**config.mk**
```make
export PLATFORM = sky130hd
export DESIGN_NAME = ysyx_25040129_lsu
export DESIGN_NICKNAME = d
export VERILOG_FILES = /design/src/rtl/ysyx_25040129_lsu_pkg.sv /design/src/rtl/ysyx_25040129_lsu_align.sv /design/src/rtl/ysyx_25040129_lsu.sv
export SDC_FILE = /design/constraint.sdc
export NUM_CORES = 1
export LEC_CHECK = 0
export CORE_UTILIZATION = 49
export DETAILED_ROUTE_END_ITERATION = 8
export GPL_TIMING_DRIVEN = 0
export PLACE_DENSITY = 0.87
export SLEW_MARGIN = 20
export SYNTH_ARGS = -nofsm -noshare
export SYNTH_HDL_FRONTEND = slang
export SYNTH_SLANG_ARGS = --single-unit
```
**constraint.sdc**
```tcl
create_clock -name clk -period 5.3 [get_ports clk]
set_clock_uncertainty 0.1 [all_clocks]
set_input_delay 0.53 -clock clk [delete_from_list [all_inputs] [get_ports clk]]
set_output_delay 0.53 -clock clk [all_outputs]
set_load 0.005 [all_outputs]
```
**src/rtl/ysyx_25040129_lsu_pkg.sv**
```systemverilog
// Shared definitions for the multi-cycle load/store unit.
//   lsu_state_t  : FSM states (IDLE, REQ, WAIT, RESP)
//   CAUSE_*      : out_cause encodings
//   F3_*         : RV32 load/store funct3 encodings
//   st_lanes_t   : steered store data plus byte strobes
package ysyx_25040129_lsu_pkg;

    typedef enum logic [1:0] {
        S_IDLE = 2'd0,
        S_REQ  = 2'd1,
        S_WAIT = 2'd2,
        S_RESP = 2'd3
    } lsu_state_t;

    localparam logic [1:0] CAUSE_NONE     = 2'd0;
    localparam logic [1:0] CAUSE_MISALIGN = 2'd1;
    localparam logic [1:0] CAUSE_BUSERR   = 2'd2;
    localparam logic [1:0] CAUSE_TIMEOUT  = 2'd3;

    localparam logic [2:0] F3_B  = 3'b000;
    localparam logic [2:0] F3_H  = 3'b001;
    localparam logic [2:0] F3_W  = 3'b010;
    localparam logic [2:0] F3_BU = 3'b100;
    localparam logic [2:0] F3_HU = 3'b101;

    typedef struct packed {
        logic [31:0] wdata;
        logic [3:0]  wstrb;
    } st_lanes_t;

endpackage

```
**src/rtl/ysyx_25040129_lsu_align.sv**
```systemverilog
// Combinational data alignment for the LSU.
//   st_funct3/st_off/st_data -> st_wdata/st_wstrb : store lane steering
//   ld_funct3/ld_off/ld_word -> ld_data           : load shift and extension
module ysyx_25040129_lsu_align
    import ysyx_25040129_lsu_pkg::*;
(
    input  logic [2:0]  st_funct3,
    input  logic [1:0]  st_off,
    input  logic [31:0] st_data,
    output logic [31:0] st_wdata,
    output logic [3:0]  st_wstrb,
    input  logic [2:0]  ld_funct3,
    input  logic [1:0]  ld_off,
    input  logic [31:0] ld_word,
    output logic [31:0] ld_data
);

    // Replicate the store operand across lanes so the strobe alone selects
    // the target bytes.
    function automatic st_lanes_t steer(input logic [2:0] f3, input logic [1:0] off,
                                        input logic [31:0] d);
        st_lanes_t r;
        case (f3)
            F3_B: begin
                r.wdata = {4{d[7:0]}};
                r.wstrb = 4'b0001 << off;
            end
            F3_H: begin
                r.wdata = {2{d[15:0]}};
                r.wstrb = 4'b0011 << off;
            end
            default: begin
                r.wdata = d;
                r.wstrb = 4'b1111;
            end
        endcase
        return r;
    endfunction

    function automatic logic [31:0] extract(input logic [2:0] f3, input logic [1:0] off,
                                            input logic [31:0] w);
        logic [31:0] sh;
        logic [31:0] r;
        sh = w >> {off, 3'b000};
        case (f3)
            F3_B:    r = {{24{sh[7]}}, sh[7:0]};
            F3_BU:   r = {24'h000000, sh[7:0]};
            F3_H:    r = {{16{sh[15]}}, sh[15:0]};
            F3_HU:   r = {16'h0000, sh[15:0]};
            default: r = w;
        endcase
        return r;
    endfunction

    st_lanes_t lanes;

    always_comb begin
        lanes    = steer(st_funct3, st_off, st_data);
        st_wdata = lanes.wdata;
        st_wstrb = lanes.wstrb;
        ld_data  = extract(ld_funct3, ld_off, ld_word);
    end

endmodule

```
**src/rtl/ysyx_25040129_lsu.sv**
```systemverilog
// Multi-cycle load/store unit between the execute stage and the memory bus.
//   in_*       : op handshake from EXU (store flag, funct3, byte address, store data)
//   mem_req_*  : one word-aligned bus request with byte strobes per op
//   mem_rsp_*  : bus response (read word, error); always accepted after reset
//   out_*      : result handshake (extended load data, error flag, cause)
// clk/rst: rst is asynchronous and active-low.
module ysyx_25040129_lsu
    import ysyx_25040129_lsu_pkg::*;
#(
    parameter int unsigned ADDR_W         = 32,
    parameter int unsigned TIMEOUT_CYCLES = 255,
    parameter bit          MISALIGN_TRAP  = 1'b1
) (
    input  logic              clk,
    input  logic              rst,
    input  logic              in_valid,
    output logic              in_ready,
    input  logic              in_is_store,
    input  logic [2:0]        in_funct3,
    input  logic [ADDR_W-1:0] in_addr,
    input  logic [31:0]       in_wdata,
    output logic              mem_req_valid,
    input  logic              mem_req_ready,
    output logic [ADDR_W-1:0] mem_req_addr,
    output logic              mem_req_wen,
    output logic [31:0]       mem_req_wdata,
    output logic [3:0]        mem_req_wstrb,
    input  logic              mem_rsp_valid,
    output logic              mem_rsp_ready,
    input  logic [31:0]       mem_rsp_rdata,
    input  logic              mem_rsp_err,
    output logic              out_valid,
    input  logic              out_ready,
    output logic [31:0]       out_rdata,
    output logic              out_err,
    output logic [1:0]        out_cause
);

    localparam int unsigned CNT_W = (TIMEOUT_CYCLES > 1) ? $clog2(TIMEOUT_CYCLES) : 1;
    localparam logic [CNT_W-1:0] CNT_LAST = CNT_W'(TIMEOUT_CYCLES - 1);

    lsu_state_t       state;
    logic             is_store_q;
    logic [2:0]       funct3_q;
    logic [1:0]       off_q;
    logic [CNT_W-1:0] cnt;

    logic [31:0] st_wdata;
    logic [3:0]  st_wstrb;
    logic [31:0] ld_data;

    logic dec_legal;
    logic dec_misaligned;
    logic dec_trap;

    // Handshake readies are gated by reset so nothing is accepted while it is held.
    assign in_ready      = rst && (state == S_IDLE);
    assign mem_rsp_ready = rst;

    ysyx_25040129_lsu_align u_align (
        .st_funct3 (in_funct3),
        .st_off    (in_addr[1:0]),
        .st_data   (in_wdata),
        .st_wdata  (st_wdata),
        .st_wstrb  (st_wstrb),
        .ld_funct3 (funct3_q),
        .ld_off    (off_q),
        .ld_word   (mem_rsp_rdata),
        .ld_data   (ld_data)
    );

    always_comb begin
        dec_legal      = 1'b0;
        dec_misaligned = 1'b0;
        if (in_is_store) begin
            dec_legal = (in_funct3 == F3_B) || (in_funct3 == F3_H) || (in_funct3 == F3_W);
        end else begin
            dec_legal = (in_funct3 == F3_B) || (in_funct3 == F3_H) || (in_funct3 == F3_W) ||
                        (in_funct3 == F3_BU) || (in_funct3 == F3_HU);
        end
        case (in_funct3)
            F3_H, F3_HU: dec_misaligned = in_addr[0];
            F3_W:        dec_misaligned = |in_addr[1:0];
            default:     dec_misaligned = 1'b0;
        endcase
        dec_trap = !dec_legal || (dec_misaligned && MISALIGN_TRAP);
    end

    always_ff @(posedge clk or negedge rst) begin
        if (!rst) begin
            state         <= S_IDLE;
            is_store_q    <= 1'b0;
            funct3_q      <= '0;
            off_q         <= '0;
            cnt           <= '0;
            mem_req_valid <= 1'b0;
            mem_req_addr  <= '0;
            mem_req_wen   <= 1'b0;
            mem_req_wdata <= '0;
            mem_req_wstrb <= '0;
            out_valid     <= 1'b0;
            out_rdata     <= '0;
            out_err       <= 1'b0;
            out_cause     <= CAUSE_NONE;
        end else begin
            case (state)
                S_IDLE: begin
                    if (in_valid) begin
                        is_store_q <= in_is_store;
                        funct3_q   <= in_funct3;
                        off_q      <= in_addr[1:0];
                        if (dec_trap) begin
                            out_valid <= 1'b1;
                            out_err   <= 1'b1;
                            out_cause <= CAUSE_MISALIGN;
                            out_rdata <= '0;
                            state     <= S_RESP;
                        end else begin
                            mem_req_valid <= 1'b1;
                            mem_req_addr  <= {in_addr[ADDR_W-1:2], 2'b00};
                            mem_req_wen   <= in_is_store;
                            mem_req_wdata <= in_is_store ? st_wdata : '0;
                            mem_req_wstrb <= in_is_store ? st_wstrb : '0;
                            state         <= S_REQ;
                        end
                    end
                end
                S_REQ: begin
                    if (mem_req_ready) begin
                        mem_req_valid <= 1'b0;
                        cnt           <= '0;
                        state         <= S_WAIT;
                    end
                end
                S_WAIT: begin
                    // A response in the final counted cycle takes priority over the timeout.
                    if (mem_rsp_valid) begin
                        out_valid <= 1'b1;
                        state     <= S_RESP;
                        if (mem_rsp_err) begin
                            out_err   <= 1'b1;
                            out_cause <= CAUSE_BUSERR;
                            out_rdata <= '0;
                        end else begin
                            out_err   <= 1'b0;
                            out_cause <= CAUSE_NONE;
                            out_rdata <= is_store_q ? '0 : ld_data;
                        end
                    end else if (cnt == CNT_LAST) begin
                        out_valid <= 1'b1;
                        out_err   <= 1'b1;
                        out_cause <= CAUSE_TIMEOUT;
                        out_rdata <= '0;
                        state     <= S_RESP;
                    end else begin
                        cnt <= cnt + 1'b1;
                    end
                end
                S_RESP: begin
                    if (out_ready) begin
                        out_valid <= 1'b0;
                        out_err   <= 1'b0;
                        out_cause <= CAUSE_NONE;
                        out_rdata <= '0;
                        state     <= S_IDLE;
                    end
                end
                default: state <= S_IDLE;
            endcase
        end
    end

endmodule
```
# Word-level counts from Yosys, hierarchy flattened
# Index checks and enable logic that the tools add are counted.
[totals] regBits=120 in_bits=107 output_inout_bits=108
[classes] n_addsub=1 n_eq_ne=19 shifts=3 muxes=43 bitwise_logic=1 n_reduce_logical=21
[op_table] op="$mux 32" n=8
[op_table] op="$pmux 32 s4" n=1
[op_table] op="$pmux 32 s3" n=1
[op_table] op="$pmux 36 s2" n=1
[op_table] op="$shr 32x5->16" n=1
[op_table] op="$mux 8" n=3
[op_table] op="$mux 2" n=10
[op_table] op="$pmux 8 s2" n=1
[op_table] op="$ne 2x2->1 const B" n=7
[op_table] op="$eq 3x3->1 const B" n=4
[op_table] op="$reduce_and 4->1" n=3
[op_table] op="$mux 1" n=11
[op_table] op="$add 8x1->8 const B" n=1
[op_table] op="$eq 8x8->1 const B" n=1
[op_table] op="$pmux 2 s4" n=1
[op_table] op="$eq 3x1->1 const B" n=2
[op_table] op="$logic_not 3->1" n=2
[op_table] op="$pmux 1 s3" n=2
[op_table] op="$pmux 2 s3" n=1
[op_table] op="$logic_or 1x1->1" n=5
[op_table] op="$reduce_and 5->1" n=1
[op_table] op="$eq 2x2->1 const B" n=2
[op_table] op="$mux 4" n=1
[op_table] op="$pmux 1 s2" n=2
[op_table] op="14 further kinds" n=16

# Logic depth before layout (Yosys ltp)
# Gate-level depths: netlist of the first run.
[depth] word_depth=11 depth_mapped=9 mapped_depth_nobuf=6

# By module
# A second synthesis of the first run with hierarchy kept.
[hier_totals] cells_unflattened=570 area_unflattened_um2=6165.9
[modules_own_cells] mod="ysyx_25040129_lsu" n_inst=1 cells_each=400 area_each_um2=5062.4 seq_area_each_um2=3002.9
[modules_own_cells] mod="ysyx_25040129_lsu_align" n_inst=1 cells_each=170 area_each_um2=1103.6 seq_area_each_um2=0.0

# Least setup slack after synthesis of the first run
# No wires, ideal clock.
[synth_path] path_type="reg2reg" from="register state[0]" to="register out_rdata[27]" arrival_ns=1.874 slack_ns=3.205 stages_incl_launch_ff=9 n_path_buf=2 cell_sequence="dfrtp_1 -> inv_1 -> ha_1 -> clkbuf_1 -> nor2b_1 -> a2111oi_4 -> nand3_4 -> buf_6 -> a32o_1"
[synth_between] elab_chain_len=3 word_cells_on_any_way=10 classes_between="6 x eq/ne; 1 x mux; 3 x reduce/logical"
[synth_lines] element="from (decl)" line="ysyx_25040129_lsu.sv:42" source="lsu_state_t state;"
[synth_lines] element="from (signal assigned)" line="ysyx_25040129_lsu.sv:91" source="state <= S_IDLE;"
[synth_lines] element="from (signal assigned)" line="ysyx_25040129_lsu.sv:117" source="state <= S_RESP;"
[synth_lines] element="from (signal assigned)" line="ysyx_25040129_lsu.sv:124" source="state <= S_REQ;"
[synth_lines] element="$eq 2x2->1 / $logic_not 2->1 (equally long branches)" line="ysyx_25040129_lsu.sv:106" source="case (state)"
[synth_lines] element="$ne 3x3->1 (no source line) (tied with other cells)"
[synth_lines] element="$reduce_and 5->1 (no source line)"
[synth_lines] element="to (signal assigned)" line="ysyx_25040129_lsu.sv:147" source="out_rdata <= is_store_q ? '0 : ld_data;"
[synth_lines] element="to (decl)" line="ysyx_25040129_lsu.sv:34" source="output logic [31:0] out_rdata,"
# Parallel ways exist; a longest one is shown, timed or not.
# A chain may end at the register's enable or synchronous reset.

# Worst setup path in the final report of the first run
[layout_path] from="input port rst" to="output port in_ready"
[layout_between] elab_chain_len=1
[layout_lines] element="from (decl)" line="ysyx_25040129_lsu.sv:15" source="input logic rst,"
[layout_lines] element="$logic_and 1x1->1" line="ysyx_25040129_lsu.sv:57" source="assign in_ready = rst && (state == S_IDLE);"
[layout_lines] element="to (decl)" line="ysyx_25040129_lsu.sv:17" source="output logic in_ready,"
# No other way between the ends.

==> impl_metrics.ini, run 1 <==
[outcome]
status = completed

[floorplanning]
coreArea_sq_mm = 0.01166
die_area_sq_mm = 0.01265
io-pin-count = 215
initial_utilization = 0.5128
die_w_um = 112.5
placementRows = 39
dieHeight_um = 112.5

[worst_hold_path]
hold_start = in_funct3[2]
whs_endpoint = funct3_q[2]
holdCritPathClass = in2reg
hold_path_depth = 2

[critical_path]
crit_chain = dlygate4sd3_1, buf_6, and2_1, clkdlybuf4s50_1
cpMaxStageDelayCell = dlygate4sd3_1
r2r-end = mem_req_wdata[25]
start_kind = primary input
worstPathMaxFanout = 40
cp.arrival_ps = 2130
r2r-start = state[0]
cp-end-kind = output pin
cp.required_ps = 4670
r2r_slack_ps = 2780
crit_family = buffers and inverters
timing.critical_path.buf_inv = 3
max_stage_delay_ps = 550
r2r_cells = 9
crit_type = in2out

[sta]
fmax_ghz = 0.3626
final_hold_viol_count = 0
worst_slew_pin_slew_ps = 832.8
fin_crit_sh = 0.5203
timing.final.ws_setup_ps = 2542
rsz0062_at_grt = false
slew_viol_final = 0
slew_headroom = 0.4417
min_period_ps = 2758
hold_ws_ps = 320.7
setup_viol = 0

[place]
hpwlAfterDp_um = 13470
portBuffers = 209
place.gp.congestion = 0.9271
dp_slack_ps = 2519
placedCellCount = 879

[clock_tree]
root_buffer = clkbuf_16
cts_made_buffers = 17
tritoncts = done
cts_sinks = 120
clk_latency_ps = 410
clk_path_buf_depth = 2
htreeDepth = 4
clkTransAtPathRegs_ps = 50

[logic_synthesis]
ys_ff_latch = 120
ys_warn_count = 0
synthArstFlopShare = 1.000
synth_cell_type_count = 57
syn_inst = 525
synth_area_per_cell_sq_um = 11.39
synth_edf_count = 0
syn_area_sq_mm = 0.005981
synth_top_flop_cell = dfrtp_1
ys_seq_area_frac = 0.5021

[power_and_ir_drop]
leakage_nw = 3.776
vdd_drop_max_uv = 299.7
power_density_mw_per_mm2 = 513.4

[detailed_routing]
drc = 0
drt_wl_total_um = 18690
vias = 5294
drt_iter0_drc = 331
wl_per_cell_um = 20.53
via_per_inst = 5.818
final_antenna_net_count = 0
drtPass1Iterations = 4

[finish]
final-instance-count-excl-fill = 910
area_growth_syn_to_layout_pct = 47.76
nets = 870
drive_above_1_share = 0.1317
final.fill_count = 756
layout_commonest_cell = clkdlybuf4s50_1
antennaDiodeCount = 0
layout_common_cells = clkdlybuf4s50_1, dfrtp_1, nand2_1, mux2i_1, o21ai_0

[global_route]
track_usage = 0.3066
first_global_vias = 5755
gr-total-overflow = 0
grt_pass1_wl_um = 29610
grt_max_degree = 84
antenna_found_initial = 0

[run]
maxCapViolCount = 0
[where the power goes]
group	internal (mW)	total, mW	switching [mW]
Clock	0.651	1.06	0.408
Combinational	1.11	1.99	0.885
Sequential	1.26	1.49	0.231
[Yosys cell counts (all sizes together), types with 3 or more instances]
cell     count  area [sq um]
nor2         8         32.54
a211oi       3         22.52
nand4        3         18.77
a21boi       3         22.52
mux2i       52         524.3
mux2        38         427.9
o221ai       7         61.31
nand3        6         42.54
o2bb2ai      7         61.31
buf         21         157.6
o21ai       43         215.2
clkbuf      17         65.06
dfrtp      120          3003
inv         17         63.81
a221oi       8         76.32
nand2       51         191.4
a21o         3         22.52
nor2b        9         56.30
a2bb2oi      7         61.31
nand2b      26         162.7
a22o        17         148.9
a32o        17         170.2
a21oi        7         35.03
ha           7         87.58
[state kept, by name, indices dropped and copies added, names as in the netlist]
name and count:
state 2, out_err 1, mem_req_valid 1, out_cause 2, out_rdata 32, funct3_q 3
mem_req_wdata 32, is_store_q 1, out_valid 1, cnt 8, mem_req_addr 30, off_q 2
mem_req_wstrb 4, mem_req_wen 1
[cell families (layout without fill, tap and decap cells)]
group	Yosys count	in the layout	synth area share
other	1	2	0.0006270
muxes	90	90	0.1592
adders and majority gates	7	7	0.01464
and+or+nand+nor	118	118	0.1059
buffers and inverters	55	296	0.04791
AOI/OAI and AO/OA	134	134	0.1697
DFF	120	120	0.5021
[stage by stage]
stage          area [sq um]    util  TNS [ps]  total power [mW]
4_1_cts                8837  0.7578         0             4.549
5_1_grt                8837  0.7578         0             4.778
2_1_floorplan          5984       -         0             2.443
3_5_place_dp           8284  0.7103         0             3.457
3_3_place_gp           8255  0.7079   -118040             3.374
6_report               8837  0.7578         0             4.537
[area by class of cell]
type / instances / area, sq um / share of cell area
timing repair buffer: 211 / 2131 / 0.2411
multi-input combinational: 351 / 2695 / 0.3050
buffer: 38 / 222.7 / 0.02520
clock buffer: 23 / 498.0 / 0.05635
tap: 143 / 178.9 / 0.02025
clock inverter: 7 / 45.04 / 0.005097
sequential: 120 / 3003 / 0.3398
inverter: 17 / 63.81 / 0.007221
[timing repair]
item                      4_1_cts  5_1_grt
resized for setup               0        0
buffers inserted                0        0
hold endpoints to repair       37        0
hold buffers                    1        0
[worst max-delay path by stage]
stage	from	cells after the start	slack (ps)	end
6_report	rst	4	2540	in_ready
5_1_grt	state[0]	5	2450	in_ready
4_1_cts	rst	4	2530	in_ready
3_5_place_dp	in_addr[0]	7	2520	mem_req_wdata[28]
3_3_place_gp	rst	3	-1200	mem_rsp_ready
2_1_floorplan	state[0]	8	3200	out_rdata[27]
[layer usage]
layer / GRT usage / share of wire / vias to the layer above
li1: - / - / 2377
met1: 0.3450 / 0.38 / 2596
met2: 0.5217 / 0.49 / 268
met3: 0.1112 / 0.092 / 53
met4: 0.1404 / 0.032 / 0
met5: 0 / 0 / -
Note: power is estimated with default switching activity, not from simulation.
==> run 2: changes to the inputs <==
CORE_UTILIZATION = 45   (was 49)
PLACE_DENSITY = 0.8   (was 0.87)
clock period = 2.7 ns   (was 5.3 ns; I/O delays follow)
==> impl_metrics.ini, run 2 (same netlist as run 1, synthesis figures left out) <==
[detailed_routing]
drt_wl_total_um = 17790
drtPass1Iterations = 5
wl_per_cell_um = 18.93
final_antenna_net_count = 0
drc = 0
drt_iter0_drc = 283
via_per_inst = 5.613
vias = 5276

[power_and_ir_drop]
power_density_mw_per_mm2 = 1023
vdd_drop_max_uv = 582.6
leakage_nw = 3.829

[run]
maxCapViolCount = 0

[worst_hold_path]
whs_endpoint = funct3_q[2]
hold_path_depth = 2
hold_start = in_funct3[2]
holdCritPathClass = in2reg

[clock_tree]
root_buffer = clkbuf_16
cts_made_buffers = 17
cts_sinks = 120
post_cts_resized = 0
clkTransAtPathRegs_ps = 50
clk_path_buf_depth = 2
tritoncts = done
htreeDepth = 4
clk_latency_ps = 420

[finish]
fin_util = 0.7032
final.fill_count = 927
reg_top3 = mem_req_wdata: 32 flops, out_rdata: 32 flops, mem_req_addr: 30 flops
multi_input_area_sq_mm = 0.002695
nets = 870
layout_commonest_cell = clkdlybuf4s50_1
drive_above_1_share = 0.1354
seqCellArea_sq_mm = 0.003003
antennaDiodeCount = 0
layout_common_cells = clkdlybuf4s50_1, dfrtp_1, nand2_1, mux2i_1, o21ai_0
area_growth_syn_to_layout_pct = 50.19

[global_route]
gr-total-overflow = 0
grt_max_degree = 72
track_usage = 0.2677
antenna_found_initial = 0
grt_pass1_wl_um = 27500
first_global_vias = 5405

[sta]
setup_viol = 0
fin_setup_tns_ps = 0
final_hold_viol_count = 0
min_period_ps = 2433
hold_ws_ps = 40.21
fin_crit_sh = 0.9012
worst_slew_pin_slew_ps = 796.0
slew_viol_final = 0
slew_headroom = 0.4664
fmax_ghz = 0.4110
rsz0062_at_grt = false

[floorplanning]
initial_utilization = 0.4682
coreArea_sq_mm = 0.01277
placementRows = 41
dieHeight_um = 117.3
io-pin-count = 215
die_w_um = 117.3
die_area_sq_mm = 0.01376

[critical_path]
cp.arrival_ps = 2690
crit_type = reg2reg
r2r-end = out_rdata[28]
cp-end-kind = register
r2r-start = state[0]
worstPathMaxFanout = 10
r2r_cells = 9
r2r_slack_ps = 270
start_kind = register
cp.required_ps = 2960

[outcome]
status = completed

[place]
portBuffers = 209
place.gp.congestion = 0.9053
hpwlAfterDp_um = 13300
run 2: cell count changes in the layout (fill, tap and decap cells not counted):
cell | previous run | this run
bufinv_16 | 0 | 4
clkbuf_1 | 17 | 15
clkinvlp_4 | 4 | 3
clkbuf_8 | 5 | 2
buf_16 | 1 | 2
clkinv_4 | 0 | 2
run 2: critical path: stages, from the launching register on:
cell and delay [ps]:
dfrtp_1 410, inv_1 130, ha_1 340, nor4bb_1 250, clkbuf_2 280, a21boi_0 240
and2_1 170, buf_6 130, buf_8 140, a32o_1 170
run 2: layer usage:
| layer | routed length [um] | track usage |
|---|---|---|
| met3 | 1642 | 0.09681 |
| met4 | 388 | 0.1122 |
| met2 | 8679 | 0.4400 |
| met5 | 0 | 0 |
| met1 | 7082 | 0.3176 |
run 2: metrics by stage:
step | cells | worst slack, ps | total power [mW] | area, sq um
6_report | 940 | 266.8 | 9.193 | 8982
5_1_grt | 940 | 55.38 | 9.700 | 8982
4_1_cts | 941 | 145.0 | 9.236 | 8986
3_5_place_dp | 908 | 112.1 | 6.769 | 8320
3_3_place_gp | 907 | -3308 | 6.611 | 8292
2_1_floorplan | 526 | 604.7 | 4.795 | 5984
run 2: worst max-delay path by stage:
stage	endpoint	start	cells past startpoint
final	out_rdata[28]	state[0]	9
after global routing	out_rdata[21]	state[0]	9
after CTS	mem_req_wdata[12]	state[1]	9
after detailed placement	mem_req_wdata[22]	in_addr[0]	7
after global placement	mem_req_wdata[28]	rst	1
after floorplan	out_rdata[30]	state[0]	8
run 2: where the power goes:
part           internal [mW]  switching, mW  total, mW
Clock                   1.58          0.824       2.41
Combinational           2.18           1.71       3.89
Sequential              2.46          0.433       2.90
run 2: layout make-up:
| type | count | share of cell area |
|---|---|---|
| buffer | 37 | 0.02438 |
| timing repair buffer | 212 | 0.2403 |
| sequential | 120 | 0.3343 |
| clock inverter | 12 | 0.01950 |
| tap | 172 | 0.02396 |
| inverter | 17 | 0.007104 |
| clock buffer | 19 | 0.05042 |
| multi-input combinational | 351 | 0.3000 |
run 2: repair_timing:
item / in CTS / in global routing
buffers inserted: 0 / 0
hold buffers: 2 / 0
endpoints found under the hold margin: 50 / 0
endpoints found under the setup margin: 0 / 11
==> run 3: changes to the inputs <==
CORE_UTILIZATION = 55   (was 45)
DONT_BUFFER_PORTS = 1   (was default)
PLACE_DENSITY = 0.7   (was 0.8)
clock period = 2.65 ns   (was 2.7 ns; I/O delays follow)
==> impl_metrics.ini, run 3 (same netlist as run 1, synthesis figures left out) <==
[critical_path]
r2r-end = out_rdata[8]
cp.required_ps = 2990
r2r_cells = 5
timing.critical_path.buf_inv = 1
start_kind = register
cp.arrival_ps = 2850
crit_family = simple AND/OR/NAND/NOR gates
crit_chain = or4b_2, o22ai_2, a221oi_1, dlygate4sd3_1, o2bb2ai_1
worstPathMaxFanout = 9
cpMaxStageDelayCell = or4b_2
crit_type = reg2reg
r2r-start = funct3_q[0]
cp-end-kind = register
max_stage_delay_ps = 680
r2r_slack_ps = 140

[clock_tree]
cts_hold_buf = 103
clk_latency_ps = 520
htreeDepth = 4
cts_made_buffers = 17
clk_path_buf_depth = 2
tritoncts = done
root_buffer = clkbuf_8
cts_sinks = 120
clkTransAtPathRegs_ps = 60

[global_route]
first_global_vias = 5236
track_usage = 0.3219
gr-total-overflow = 0
grt_max_degree = 123
grt_pass1_wl_um = 27410
antenna_found_initial = 0

[power_and_ir_drop]
vdd_drop_max_uv = 595.2
power.net_switching_mw = 2.927
switching_share = 0.3688
p_clk_frac = 0.274
leakage_nw = 3.398
power_density_mw_per_mm2 = 1024
p_seq_frac = 0.396
power.internal_mw = 5.009
pwr-share-comb = 0.330

[floorplanning]
dieHeight_um = 106.3
placementRows = 37
initial_utilization = 0.5742
coreArea_sq_mm = 0.01042
io-pin-count = 215
die_area_sq_mm = 0.01130
die_w_um = 106.3

[sta]
rsz0062_at_grt = false
fin_setup_tns_ps = 0
slew_headroom = 0.3811
fmax_ghz = 0.3988
hold_ws_ps = -666.1
worst_slew_pin_slew_ps = 923.3
min_period_ps = 2508
setup_viol = 0
fin_crit_sh = 0.9462
final_hold_viol_count = 120
slew_viol_final = 0
timing.final.ws_setup_ps = 142.5

[finish]
area_growth_syn_to_layout_pct = 29.56
nets = 762
antennaDiodeCount = 0
layout_common_cells = dfrtp_1, dlygate4sd3_1, mux2i_1, nand2_1, o21ai_0
drive_above_1_share = 0.1573
multi_input_area_sq_mm = 0.002700
final-instance-count-excl-fill = 797
final.fill_count = 685
seqCellArea_sq_mm = 0.003003
layout_commonest_cell = dfrtp_1
reg_top3 = mem_req_wdata: 32 flops, out_rdata: 32 flops, mem_req_addr: 30 flops

[place]
hpwlAfterDp_um = 10720
dp_slack_ps = 199.4
portBuffers = 0
place.gp.congestion = 0.8057
placedCellCount = 662

[run]
maxCapViolCount = 0

[detailed_routing]
wl_per_cell_um = 21.80
drt_wl_total_um = 17370
drtPass1Iterations = 5
drc = 0
via_per_inst = 6.117
final_antenna_net_count = 0
drt_iter0_drc = 308
vias = 4875

[outcome]
failed_checks = negative hold slack
status = complete, but fails checks

[worst_hold_path]
holdCritPathClass = in2async
run 3: changes by cell type in the layout (fill, tap and decap cells not counted), sizes merged:
cell           before  now
clkdlybuf4s50     208    0
dlygate4sd3         1  103
inv                17   21
buf                24   21
bufinv              4    1
clkbuf             35   34
clkinv              5    6
clkinvlp            3    4
run 3: how the worst max path moves through the flow:
stage | from | endpoint | slack, ps | cells after the start
3_5_place_dp | state[0] | mem_req_wdata[31] | 200 | 9
5_1_grt | state[0] | mem_req_wdata[27] | 7 | 9
6_report | funct3_q[0] | out_rdata[8] | 140 | 5
4_1_cts | funct3_q[0] | out_rdata[8] | 180 | 5
2_1_floorplan | state[0] | out_rdata[30] | 550 | 8
3_3_place_gp | state[0] | mem_req_wdata[12] | 260 | 9
run 3: power groups by stage:
stage | clock [mW] | combinational (mW) | sequential [mW]
2_1_floorplan | 0 | 1.95 | 2.93
3_5_place_dp | 0 | 2.39 | 3.13
5_1_grt | 2.28 | 2.86 | 3.21
6_report | 2.18 | 2.62 | 3.14
3_3_place_gp | 0 | 2.29 | 3.12
4_1_cts | 2.19 | 2.55 | 3.12
run 3: area by class of cell:
| cell class | count | area share |
|---|---|---|
| multi-input cells | 351 | 0.3485 |
| flip-flops and latches | 120 | 0.3875 |
| inverters | 17 | 0.008235 |
| plain buffers | 38 | 0.02874 |
| well taps | 136 | 0.02196 |
| repair buffers | 103 | 0.1331 |
| clock inverters | 15 | 0.01857 |
| clock buffers | 17 | 0.05345 |
run 3: per-layer routing:
layer	global-route usage	part of all wire	vias up
met5	0	0	-
met4	0.1647	0.033	0
met3	0.09749	0.085	51
met2	0.5422	0.50	266
met1	0.3699	0.39	2392
li1	-	-	2166
run 3: worst reg2reg max path: stages (launching register included):
cell,delay (ps)
dfrtp_1,470
or4b_2,680
o22ai_2,360
a221oi_1,90
dlygate4sd3_1,590
o2bb2ai_1,140
run 3: stage by stage:
| step | utilization | cell area (sq um) | total power [mW] |
|---|---|---|---|
| 6_report | 0.7439 | 7749 | 7.935 |
| 5_1_grt | 0.7439 | 7749 | 8.359 |
| 4_1_cts | 0.7434 | 7744 | 7.855 |
| 3_5_place_dp | 0.5909 | 6155 | 5.519 |
| 3_3_place_gp | 0.5909 | 6155 | 5.411 |
| 2_1_floorplan | - | 5984 | 4.886 |
run 3: timing repair:
action                                  in CTS  in global routing
endpoints found under the setup margin       0                 25
buffers inserted                             0                  0
resized for setup                            0                  2
hold endpoints to repair                   230                120
